<file path="src/rtl/array_wr_pkg.sv">
// Shared types and helpers for the burst array writer: FSM state encoding,
// default array geometry and the index bounds check used on both ports.
package array_wr_pkg;

   typedef enum logic [1:0] {
      IDLE  = 2'd0,
      BURST = 2'd1,
      DONE  = 2'd2
   } wr_state_e;

   localparam int ARRAY_DEPTH = 4;
   localparam int ARRAY_WIDTH = 32;

   function automatic logic in_bounds(input logic [31:0] idx, input int unsigned depth);
      return (idx < depth);
   endfunction

endpackage

</file>
<file path="src/rtl/array_store.sv">
// Fixed storage array with a synchronous, reset-cleared write port and a
// bounds-checked combinational read port; out-of-range accesses never touch mem.
module array_store
   import array_wr_pkg::*;
#(
   parameter int DEPTH = ARRAY_DEPTH,
   parameter int WIDTH = ARRAY_WIDTH,
   parameter int IDX_W = 4
) (
   input  logic             clk,
   input  logic             rst_n,
   input  logic             wr_en,
   input  logic [IDX_W-1:0] wr_idx,
   input  logic [WIDTH-1:0] wr_data,
   input  logic [IDX_W-1:0] rd_idx,
   output logic [WIDTH-1:0] rd_data,
   output logic             rd_oob
);

   localparam int SEL_W = (DEPTH > 1) ? $clog2(DEPTH) : 1;

   logic [WIDTH-1:0] mem [DEPTH];
   logic [SEL_W-1:0] wr_sel;
   logic [SEL_W-1:0] rd_sel;
   logic             wr_ok;
   logic             rd_ok;

   // Low index bits only select an entry once the full index passed the bounds check.
   assign wr_sel = wr_idx[SEL_W-1:0];
   assign rd_sel = rd_idx[SEL_W-1:0];
   assign wr_ok  = in_bounds(32'(wr_idx), DEPTH);
   assign rd_ok  = in_bounds(32'(rd_idx), DEPTH);

   // Write port: reset clears every entry, otherwise in-bounds writes only.
   always_ff @(posedge clk) begin
      if (!rst_n) begin
         for (int i = 0; i < DEPTH; i++) begin
            mem[i] <= {WIDTH{1'b0}};
         end
      end else if (wr_en && wr_ok) begin
         mem[wr_sel] <= wr_data;
      end
   end

   // Read port: returns zero and flags out-of-range indices.
   always_comb begin
      rd_data = {WIDTH{1'b0}};
      rd_oob  = !rd_ok;
      if (rd_ok) begin
         rd_data = mem[rd_sel];
      end else begin
         rd_data = {WIDTH{1'b0}};
      end
   end

endmodule

</file>
<file path="src/rtl/array_burst_writer.sv">
// Burst writer filling a fixed array from a valid/ready stream with index
// auto-increment. Define ARRAY_WR_WRAP_EN to wrap indices modulo DEPTH instead of dropping.
module array_burst_writer
   import array_wr_pkg::*;
#(
   parameter int DEPTH = ARRAY_DEPTH,
   parameter int WIDTH = ARRAY_WIDTH,
   parameter int IDX_W = 4,
   parameter int LEN_W = 4
) (
   input  logic             clk,
   input  logic             rst_n,
   input  logic             start,
   input  logic [IDX_W-1:0] base_idx,
   input  logic [LEN_W-1:0] len,
   input  logic             wr_valid,
   input  logic [WIDTH-1:0] wr_data,
   output logic             wr_ready,
   output logic             busy,
   output logic             done,
   output logic             oob_err,
   output logic [LEN_W-1:0] oob_count,
   input  logic [IDX_W-1:0] rd_idx,
   output logic [WIDTH-1:0] rd_data,
   output logic             rd_oob
);

   wr_state_e        state;
   logic [IDX_W-1:0] cur_idx;
   logic [LEN_W-1:0] remaining;
   logic [IDX_W-1:0] start_idx;
   logic [IDX_W-1:0] next_idx;
   logic [IDX_W-1:0] rd_sel_idx;
   logic             beat_oob;
   logic             xfer;

`ifdef ARRAY_WR_WRAP_EN
   // Every index is folded into 0..DEPTH-1, so no beat is ever out of bounds.
   assign start_idx  = base_idx % IDX_W'(DEPTH);
   assign next_idx   = (cur_idx == IDX_W'(DEPTH - 1)) ? {IDX_W{1'b0}} : cur_idx + IDX_W'(1);
   assign beat_oob   = 1'b0;
   assign rd_sel_idx = rd_idx % IDX_W'(DEPTH);
`else
   // The index saturates at all-ones so a long burst can never wrap back into range.
   assign start_idx  = base_idx;
   assign next_idx   = (&cur_idx) ? cur_idx : cur_idx + IDX_W'(1);
   assign beat_oob   = !in_bounds(32'(cur_idx), DEPTH);
   assign rd_sel_idx = rd_idx;
`endif

   assign wr_ready = (state == BURST);
   assign busy     = (state != IDLE);
   assign done     = (state == DONE);
   assign xfer     = wr_valid && wr_ready;

   // Burst sequencing, index/beat counters and out-of-bound accounting.
   always_ff @(posedge clk) begin
      if (!rst_n) begin
         state     <= IDLE;
         cur_idx   <= {IDX_W{1'b0}};
         remaining <= {LEN_W{1'b0}};
         oob_err   <= 1'b0;
         oob_count <= {LEN_W{1'b0}};
      end else begin
         case (state)
            IDLE: begin
               if (start) begin
                  cur_idx   <= start_idx;
                  remaining <= len;
                  oob_err   <= 1'b0;
                  oob_count <= {LEN_W{1'b0}};
                  state     <= (len != {LEN_W{1'b0}}) ? BURST : DONE;
               end
            end
            BURST: begin
               if (xfer) begin
                  cur_idx   <= next_idx;
                  remaining <= remaining - LEN_W'(1);
                  if (beat_oob) begin
                     oob_err <= 1'b1;
                     if (!(&oob_count)) begin
                        oob_count <= oob_count + LEN_W'(1);
                     end
                  end
                  if (remaining == LEN_W'(1)) begin
                     state <= DONE;
                  end
               end
            end
            DONE: begin
               state <= IDLE;
            end
            default: begin
               state <= IDLE;
            end
         endcase
      end
   end

   array_store #(
      .DEPTH (DEPTH),
      .WIDTH (WIDTH),
      .IDX_W (IDX_W)
   ) u_store (
      .clk     (clk),
      .rst_n   (rst_n),
      .wr_en   (xfer),
      .wr_idx  (cur_idx),
      .wr_data (wr_data),
      .rd_idx  (rd_sel_idx),
      .rd_data (rd_data),
      .rd_oob  (rd_oob)
   );

endmodule

</file>
<file path="config.mk">
export PLATFORM = sky130hd
export DESIGN_NAME = array_burst_writer
export DESIGN_NICKNAME = d
export VERILOG_FILES = /design/src/rtl/array_wr_pkg.sv /design/src/rtl/array_store.sv /design/src/rtl/array_burst_writer.sv
export SDC_FILE = /design/constraint.sdc
export NUM_CORES = 1
export LEC_CHECK = 0
export ABC_AREA = 1
export CAP_MARGIN = 20
export CORE_UTILIZATION = 44
export DETAILED_ROUTE_END_ITERATION = 7
export PLACE_DENSITY = 0.66
export SYNTH_ARGS = -nofsm -noshare
export SYNTH_HDL_FRONTEND = slang
export SYNTH_SLANG_ARGS = --single-unit
</file>
<file path="constraint.sdc">
create_clock -name clk -period 3.6 [get_ports clk]
set_input_delay 0.54 -clock clk [delete_from_list [all_inputs] [get_ports clk]]
set_output_delay 0.54 -clock clk [all_outputs]
set_load 0.05 [all_outputs]
</file>
**Yosys cells after proc, flatten, opt, wreduce, memory -nomap -nowiden**

Memories as Yosys holds them, arrays and structs flattened.
Index checks and enable logic that the tools add are counted.

- Register bits after elaboration: 15
- RAM bits: 128
- Memories kept: 1

- Mux-type cells: 29
- Reduce and logical (&&, ||, !) cells: 15
- Add/subtract/negate cells: 3
- Order comparisons: 2
- Eq/ne operators: 9

Memories:

| name | depth | bits a word | rd ports | clocked after memory_dff | wr ports | line | RTL |
|---|---|---|---|---|---|---|---|
| u_store.mem | 4 | 32 | 1 | 0 | 4 | array_store.sv:22 | `logic [WIDTH-1:0] mem [DEPTH];` |

Operators with widths:

| kind | number |
|---|---|
| two-way mux 32 bit | 2 |
| two-way mux 4 bit | 9 |
| OR reduction 32 bit | 1 |
| one-hot mux 4 bit (2 select lines) | 3 |
| AND reduction 4 bit | 4 |
| two-way mux 2 bit | 5 |
| adder 4 x 1 -> 4 bit, second input constant | 2 |
| less-than comparator 4 x 3 -> 1 bit, second input constant | 2 |
| two-way mux 1 bit | 8 |
| inequality test 2 bit, second input constant | 4 |
| AND reduction 3 bit | 2 |
| AND reduction 5 bit | 1 |
| equality test 4 x 1 -> 1 bit, second input constant | 1 |
| inequality test 2 x 1 -> 1 bit, second input constant | 2 |
| one-hot mux 2 bit (2 select lines) | 1 |
| nonzero test 2 bit | 2 |
| nonzero test 4 bit | 1 |
| subtractor 4 x 1 -> 4 bit, second input constant | 1 |
| equality test 2 x 1 -> 1 bit, second input constant | 1 |
| equality test 2 bit, second input constant | 1 |
| logical AND 1 bit | 2 |
| zero test 2 bit | 1 |
| one-hot mux 1 bit (2 select lines) | 1 |
| zero test 1 bit | 1 |

**Longest topological paths before layout**

Gate-level depths: netlist (run 1).

- Depth in word-level cells: 8
- Depth in mapped cells: 8

**Modules after synthesis**

Synthesis (run 1) repeated with hierarchy kept, for this count alone.

- Cells, all modules: 838
- Area, all modules: 7523.5 um2

By module, submodules not included:

| module | instances | area an instance (um2) | cells an instance | seq. area each (um2) |
|---|---|---|---|---|
| array_store | 1 | 6637.6 | 701 | 3843.7 |
| array_burst_writer | 1 | 885.8 | 137 | 300.3 |

**Least setup slack after synthesis (run 1)**

No wires, ideal clock.

- Path type: reg2reg
- Start: reg state[1]
- End: mem u_store.mem[2][0] (netlist bit), enable pin
- Clock period less this slack: 3727 ps
- Library setup time: 466 ps
- Setup slack: -127 ps
- Cell stages (with the launch flop): 7
- Buffers on the path: 1
- Data arrival time: 3262 ps
- Path through: dfxtp_1 > inv_2 > nand2_4 > nor2_4 > nand3_2 > buf_2 > o21ai_0

RTL lines:

| element | line | RTL |
|---|---|---|
| start: declaration | array_burst_writer.sv:28 | `wr_state_e state;` |
| start signal: assignment | array_burst_writer.sv:72 | `state <= (len != {LEN_W{1'b0}}) ? BURST : DONE;` |
| end: declaration | array_store.sv:22 |  |

**Worst setup path in the final report (run 1)**

- Start: in rd_idx[1]
- End: out rd_data[16]

- Word-level cells in the longest chain between the ends: 2

RTL lines:

| element | line | RTL |
|---|---|---|
| start: declaration | array_burst_writer.sv:23 | `input logic [IDX_W-1:0] rd_idx,` |
| less-than comparator 4 x 3 -> 1 bit / memory read (4 x 32 bit) (equally long branches) | - |  |
| two-way mux 32 bit * | array_store.sv:49 | `if (rd_ok) begin` |
| end: declaration | array_burst_writer.sv:24 | `output logic [WIDTH-1:0] rd_data,` |

Every way passes the cells marked *; elsewhere a longest branch is shown, timed or not.

==> out/metrics.yaml, run 1 <==
floorplan:
  die_height_um: 125
  die_w_um: 125
  start_util_pct: 45.6
  design.die.area_um2: 15700
  row_count: 44
  pin_count: 89
  core_area_um2: 14700
timing:
  rsz0062_at_grt: "false"
  hold_violations: 0
  report.final.slew_viol_count: 0
  tightest_slew_ns: 0.959
  fmax_mhz: 357
  period_minus_slack_ns: 2.80
  setup_violations: 0
  post-route-period-util_pct: 77.9
  slew_headroom_pct: 35.8
  final.setup_skew_ns: 0.00646
  tns_ns: 0
setup_path:
  worstPathCellList: "clkdlybuf4s50_1 > inv_1 > buf_16 > nor2_1 > o21ai_0 > a21oi_1 > buf_12"
  path_class: "in -> out"
  crit_fanout: 20
  crit_required_ns: 3.06
  worst-path-buf-inv: 4
  cp_top_family: "buffers and inverters"
  start_kind: "primary input"
  slowest_stage: "clkdlybuf4s50_1"
  worst_ep_arrival_time_ns: 2.26
  worst_path_largest_cell_delay_ns: 0.48
  cp-end-kind: "output port"
finish:
  num-fill-cells: 1207
  fin_area_um2: 8720
  area_delta_synth_final_pct: 30.1
  nNetsFinal: 843
  ff_latch_area_um2: 4140
  multi_input_area_um2: 2140
  num_antenna_cells: 0
  drive_gt1_share_pct: 11.6
routing:
  drt-total-wl_um: 15900
  vias_per_cell: 5.24
  avgRoutedWirePerCell_um: 16.1
  routed-via-count: 5176
  drc: 5
  dr.pass1.iters: 8
  drt_iter0_markers: 472
  drt.antenna.violating_nets: 0
clock_network:
  cts-root-buf: "clkbuf_16"
  cts_buffer_depth: 2
  insertion_delay_ns: 0.41
  clock_sinks: 143
  cts_tree: "built"
  post-cts-setup-buffers: 0
  cts_resized: 0
  cts_hold_buf: 0
  clk_pin_slew_ns: 0.06
  htree_levels: 4
  cts_buffers: 17
status:
  violations: "DRC"
  status: "finished, violations left"
power_and_ir_drop:
  powerDensity_nw_per_um2: 516
  finalPower_mw: 4.50
  vdd_drop_max_uv: 312
  leakagePower_nw: 3.41
global_routing:
  antenna_found_initial: 0
  grt_pass1_vias: 5200
  grt_pass1_wl_um: 25500
  grt_overflow: 0
  grtUsageTotal_pct: 20.9
  grt_start_max_net_pins: 65
synthesis:
  seq_area_frac_synth_pct: 61.8
  synth-seq-cells: 143
  synth.top_cell.area_share_pct: 57.3
  yosys.area.top_type: "edfxtp_1"
  syn-instance-count: 713
  ys_warn_count: 0
  netlist_area_um2: 6700
  synthesis.nets: 765
  synth.distinct_cells: 28
  synth_area_leaders: "edfxtp_1 57%, nor2_1 14%, o21ai_0 5.5%, dfxtp_1 4.5%, a21oi_1 3.4%"
  syn_avg_cell_area_um2: 9.40
flow_run:
  max_cap_viol_count: 0
placed_design:
  place_area_um2: 8070
  hpwl_um: 9400
  io_buffers: 88
  gp_congestion: 0.803
min_path:
  hold_path_class: "reg -> reg"
cell usage after synthesis (all sizes together):
cell	count
dfxtp	15
nand4	4
nand3	11
or2	1
nor3	32
xor2	1
edfxtp	128
nand3b	1
o21bai	1
ha	4
a21oi	46
nor2	249
xnor2	1
nand2	43
clkbuf	22
o21ai	77
buf	20
mux2i	1
inv	56
placed cells by master (no fill, tap or decap), types with 6 or more instances in the layout:
cell type,netlist,final
nand2_1,40,37
buf_4,0,10
clkdlybuf4s50_1,0,55
bufinv_16,0,6
dfxtp_1,15,15
o21ai_0,73,72
nor3_1,28,28
inv_1,54,54
edfxtp_1,128,128
clkbuf_16,0,17
buf_12,0,34
nand3_1,10,10
nor2_1,245,245
a21oi_1,46,46
area by class of cell:
type | count | area share [%]
clock buffer | 20 | 5.01
clock inverter | 12 | 2.47
inverter | 56 | 2.41
multi-input combinational | 472 | 24.6
sequential | 143 | 47.5
tap | 184 | 2.64
timing repair buffer | 101 | 15.4
final timing paths:
path	from	to	slack, ns	cells past startpoint
setup / recovery	rd_idx[1]	rd_data[16]	0.80	7
hold / removal	remaining[3]$_SDFFE_PN0P_	remaining[3]$_SDFFE_PN0P_	0.50	2
setup reg to reg	state[0]$_SDFFE_PN0P_	u_store.mem[0][30]$_SDFFCE_PN0P_	1.27	6
hold reg to reg	remaining[3]$_SDFFE_PN0P_	remaining[3]$_SDFFE_PN0P_	0.50	2
cell families (layout without fill, tap and decap cells):
family	count (synthesis)	count (layout)	synth area share, %
compound gates	124	124	9.30
xor+xnor	2	2	0.261
buf+inv	98	189	6.50
simple gates	341	341	21.2
mux	1	1	0.149
fa+ha+maj	4	4	0.747
flops	143	143	61.8
power breakdown:
| group | internal, mW | leakage (nW) | switching (mW) |
|---|---|---|---|
| registers | 1.90 | 1.45 | 0.0429 |
| logic | 0.226 | 1.65 | 0.404 |
| clock network | 1.29 | 0.315 | 0.632 |
state kept, by name (all words and copies together), names as in the netlist:
signal,cells
oob_count,4
u_store.mem,128
oob_err,1
remaining,4
cur_idx,4
state,2
tightest hold or removal path: stages (launching register included):
cell	delay, ns
dfxtp_1	0.32
nand2_1	0.07
a21oi_1	0.06
per-stage QoR:
| step | std cells | utilization (%) | setup slack [ns] | hold slack [ns] |
|---|---|---|---|---|
| floorplan | 713 | - | 0.742 | 0.458 |
| global placement | 955 | 54.7 | 0.624 | 0.464 |
| detailed placement | 956 | 54.9 | 0.817 | 0.468 |
| CTS | 988 | 59.3 | 0.809 | 0.493 |
| global route | 988 | 59.3 | 0.668 | 0.526 |
| finish | 988 | 59.3 | 0.796 | 0.496 |
per-layer routing:
| metal | vias to the layer above | share of wire [%] | global-route usage (%) |
|---|---|---|---|
| met2 | 159 | 50 | 36.5 |
| met5 | - | 0 | 0 |
| li1 | 2528 | - | - |
| met1 | 2477 | 43 | 25.8 |
| met4 | 0 | 0.85 | 5.52 |
| met3 | 12 | 5.8 | 4.92 |
Power figures use the tool's default switching activity.
==> inputs of run 2 (changes only) <==
PLACE_DENSITY = 0.63   (was 0.66)
clock period = 2.9 ns   (was 3.6 ns; I/O delays follow)
==> out/metrics.yaml, run 2 (synthesis gave the netlist of run 1 again) <==
power_and_ir_drop:
  swShare_pct: 26.0
  powerDensity_nw_per_um2: 587
  leakagePower_nw: 3.38
  vdd_drop_max_uv: 379
  finalPower_mw: 5.06
  p_switching_mw: 1.32
  pwr-share-clk_pct: 36.7
  p_int_mw: 3.74
  p_comb_share_pct: 15.6
  seqPwrFrac_pct: 47.7
timing:
  slew_headroom_pct: 58.6
  rsz0062_at_grt: "false"
  setup_violations: 0
  fmax_mhz: 399
  period_minus_slack_ns: 2.50
  hold_violations: 0
  report.final.slew_viol_count: 0
  tns_ns: 0
  tightest_slew_ns: 0.621
  post-route-period-util_pct: 86.4
  final.setup_skew_ns: 0.00958
floorplan:
  die_w_um: 125
  row_count: 44
  die_height_um: 125
  design.die.area_um2: 15700
  core_area_um2: 14700
  pin_count: 89
  start_util_pct: 45.6
clock_network:
  cts_tree: "built"
  cts_buffer_depth: 2
  cts-root-buf: "clkbuf_16"
  clock_sinks: 143
  cts_resized: 0
  cts_hold_buf: 0
  post-cts-setup-buffers: 0
  cts_buffers: 17
  clk_pin_slew_ns: 0.05
  insertion_delay_ns: 0.42
  htree_levels: 4
global_routing:
  grt_overflow: 0
  grt_start_max_net_pins: 55
  grtUsageTotal_pct: 21.3
  antenna_found_initial: 0
  grt_pass1_vias: 5220
  grt_pass1_wl_um: 25800
routing:
  avgRoutedWirePerCell_um: 16.1
  drt_iter0_markers: 478
  routed-via-count: 5222
  drt.antenna.violating_nets: 0
  drc: 10
  drt-total-wl_um: 15900
  dr.pass1.iters: 7
  vias_per_cell: 5.26
setup_path:
  path_class: "in -> out"
  crit_required_ns: 2.47
  crit_fanout: 32
  worst_ep_arrival_time_ns: 2.07
  start_kind: "primary input"
  slowest_stage: "clkdlybuf4s50_1"
  ff2ff_setup_slack_ns: 0.61
  worstPathCellList: "clkdlybuf4s50_1 > inv_1 > buf_4 > nor2_1 > o21ai_0 > a21oi_1 > buf_12"
  worst_path_largest_cell_delay_ns: 0.49
  cp-end-kind: "output port"
min_path:
  hold_path_class: "reg -> reg"
finish:
  final_common_cell: "nor2_1"
  largest_register: "u_store.mem"
  most-common-layout-cells: "245 x nor2_1, 128 x edfxtp_1, 72 x o21ai_0"
  num_antenna_cells: 0
  num-fill-cells: 1295
  nNetsFinal: 848
  drive_gt1_share_pct: 12.0
  largest_reg_flops: 128
  area_delta_synth_final_pct: 28.6
status:
  violations: "DRC"
  status: "finished, violations left"
placed_design:
  hpwl_um: 9590
  io_buffers: 88
  gp_congestion: 0.789
flow_run:
  max_cap_viol_count: 0
run 2: cell types whose count changed in the layout (fill, tap and decap cells not counted):
cell	previous run	this run
bufinv_16	6	0
clkbuf_1	3	5
clkbuf_8	0	1
buf_4	10	14
buf_16	1	0
clkinv_2	3	7
clkinv_4	1	0
clkdlybuf4s50_1	55	54
buf_12	34	37
run 2: cell type report:
type                            count  area, um^2  area share (%)
Clock inverter                      9        46.3           0.537
Clock buffer                       23         458            5.31
Inverter                           56         210            2.44
Sequential cell                   143        4140            48.1
Timing Repair Buffer              106        1390            16.1
Tap cell                          184         230            2.67
Multi-Input combinational cell    472        2140            24.8
run 2: final timing paths:
path / start / end / depth (start not counted)
max: rd_idx[1] / rd_data[18] / 7
min: oob_err$_SDFFE_PN0P_ / oob_err$_SDFFE_PN0P_ / 2
max reg2reg: state[0]$_SDFFE_PN0P_ / u_store.mem[1][10]$_SDFFCE_PN0P_ / 7
min reg2reg: oob_err$_SDFFE_PN0P_ / oob_err$_SDFFE_PN0P_ / 2
run 2: metal layers:
metal,up-vias,global-route usage (%),part of all wire (%)
met3,16,5.01,5.6
li1,2539,-,-
met4,0,7.75,1.1
met1,2472,26.0,42
met5,-,0,0
met2,195,36.8,51
run 2: per-stage QoR:
step                instances  setup WS (ns)  hold WS, ns  utilization (%)  instance area [um^2]
floorplan                 713         0.0416        0.458                -                  6700
global placement          961          0.459        0.463             55.2                  8120
detailed placement        961          0.390        0.472             55.2                  8120
CTS                       993          0.385        0.490             58.7                  8620
global route              993          0.323        0.522             58.7                  8620
finish                    993          0.396        0.492             58.7                  8620
run 2: critical path: cells and delay by family:
| kind | cells | cell delay [ns] |
|---|---|---|
| AND/OR/NAND/NOR | 1 | 0.16 |
| AO/OA/AOI/OAI | 2 | 0.47 |
| buffers and inverters | 4 | 0.99 |
run 2: power groups by stage:
stage          registers (mW)  clock network (mW)  logic (mW)
6_report                 2.41                1.86       0.792
5_1_grt                  2.42                1.98       0.867
4_1_cts                  2.41                1.89       0.797
3_5_place_dp             2.45                   0       0.794
3_3_place_gp             2.45                   0       0.775
2_1_floorplan            2.46                   0       0.458
==> inputs of run 3 (changes only) <==
RECOVER_POWER = 25   (was not set)
==> out/metrics.yaml, run 3 (synthesis gave the netlist of run 1 again) <==
status:
  status: "finished, violations left"
  violations: "DRC"
routing:
  vias_per_cell: 5.23
  avgRoutedWirePerCell_um: 16.1
  drt-total-wl_um: 16000
  drt_iter0_markers: 447
  drc: 10
  drt.antenna.violating_nets: 0
  routed-via-count: 5191
  dr.pass1.iters: 7
clock_network:
  cts_hold_buf: 0
  insertion_delay_ns: 0.41
  cts_resized: 0
  cts_buffer_depth: 2
  post-cts-setup-buffers: 0
  htree_levels: 4
  cts-root-buf: "clkbuf_16"
  cts_tree: "built"
  cts_buffers: 17
  clk_pin_slew_ns: 0.05
  clock_sinks: 143
setup_path:
  crit_fanout: 17
  crit_top_cell: "buf_12"
  worst-path-stages: 5
  cp-end-kind: "output port"
  ff2ff_setup_slack_ns: 0.34
  start_kind: "primary input"
  cp_top_family: "buffers and inverters"
  slowest_stage: "or2_1"
  worstPathCellList: "clkdlybuf4s50_1 > or2_1 > buf_12 > a21oi_1 > buf_12"
  path_class: "in -> out"
  reg2reg_depth: 8
  worst_path_largest_cell_delay_ns: 0.58
  crit_required_ns: 2.47
  worst-path-buf-inv: 3
  worst_ep_arrival_time_ns: 2.17
placed_design:
  io_buffers: 88
  gp_congestion: 0.789
  hpwl_um: 9590
  place_area_um2: 8120
finish:
  nNetsFinal: 848
  postLayoutCoreUtil_pct: 58.4
  most-common-layout-cells: "248 x nor2_1, 128 x edfxtp_1, 73 x o21ai_0"
  largest_register: "u_store.mem"
  num_antenna_cells: 0
  final_common_cell: "nor2_1"
  num-fill-cells: 1302
  fin_area_um2: 8580
  area_delta_synth_final_pct: 28.0
  drive_gt1_share_pct: 10.9
  largest_reg_flops: 128
global_routing:
  grt_overflow: 0
  grt_pass1_wl_um: 25800
  antenna_found_initial: 0
  grtUsageTotal_pct: 21.3
  grt_start_max_net_pins: 55
  grt_pass1_vias: 5220
flow_run:
  max_cap_viol_count: 0
power_and_ir_drop:
  finalPower_mw: 5.05
  powerDensity_nw_per_um2: 589
  leakagePower_nw: 3.38
  vdd_drop_max_uv: 379
timing:
  fmax_mhz: 383
  slew_headroom_pct: 34.6
  holdWs_ns: 0.486
  tightest_slew_ns: 0.981
  hold_violations: 0
  report.final.slew_viol_count: 0
  final.setup_skew_ns: 0.00777
  rsz0062_at_grt: "false"
  setup_violations: 0
  period_minus_slack_ns: 2.61
  tns_ns: 0
  post-route-period-util_pct: 89.9
floorplan:
  die_w_um: 125
  die_height_um: 125
  pin_count: 89
  row_count: 44
  core_area_um2: 14700
  start_util_pct: 45.6
  design.die.area_um2: 15700
min_path:
  worstHoldPathCells: 2
  hold_path_class: "reg -> reg"
==> run 3: cell count changes in the layout (fill, tap and decap cells not counted), sizes merged <==
cell           previous run  this run
clkdlybuf4s50            54        52
dlygate4sd3               0         2
buf                      52        51
clkbuf                   23        24
==> run 3: final timing paths <==
path,startpoint,to
worst max-delay path,rd_idx[3],rd_data[5]
worst min-delay path,oob_err$_SDFFE_PN0P_,oob_err$_SDFFE_PN0P_
worst max register to register,state[1]$_SDFFE_PN0P_,u_store.mem[1][10]$_SDFFCE_PN0P_
worst min register to register,oob_err$_SDFFE_PN0P_,oob_err$_SDFFE_PN0P_
==> run 3: layout make-up <==
type	instances	area [um^2]	share of cell area, %
Inverter	56	210	2.45
Clock inverter	9	46.3	0.540
Tap cell	184	230	2.68
Clock buffer	23	458	5.34
Multi-Input combinational cell	472	2100	24.5
Sequential cell	143	4140	48.3
Timing Repair Buffer	106	1390	16.2
==> run 3: per-stage QoR <==
step / std cells / setup WS (ns)
floorplan: 713 / 0.0416
global placement: 961 / 0.459
detailed placement: 961 / 0.390
CTS: 993 / 0.385
global route: 993 / 0.175
finish: 993 / 0.292
==> run 3: routing by layer <==
metal	part of all wire, %	vias up	GRT usage [%]	wire length [um]
li1	-	2537	-	-
met1	42	2453	26.0	6710
met2	51	182	36.8	8110
met3	5.9	19	5.01	937
met4	1.4	0	7.75	216
met5	0	-	0	0
==> run 3: power breakdown <==
group          switching (mW)  internal (mW)
combinational           0.498          0.283
clock                   0.762           1.10
sequential             0.0526           2.36
==> run 3: worst reg2reg max path, delay by kind of cell, from the launching register on <==
| kind | cells | cell delay (ns) |
|---|---|---|
| simple gates | 6 | 1.46 |
| buf+inv | 2 | 0.39 |
| flops | 1 | 0.38 |
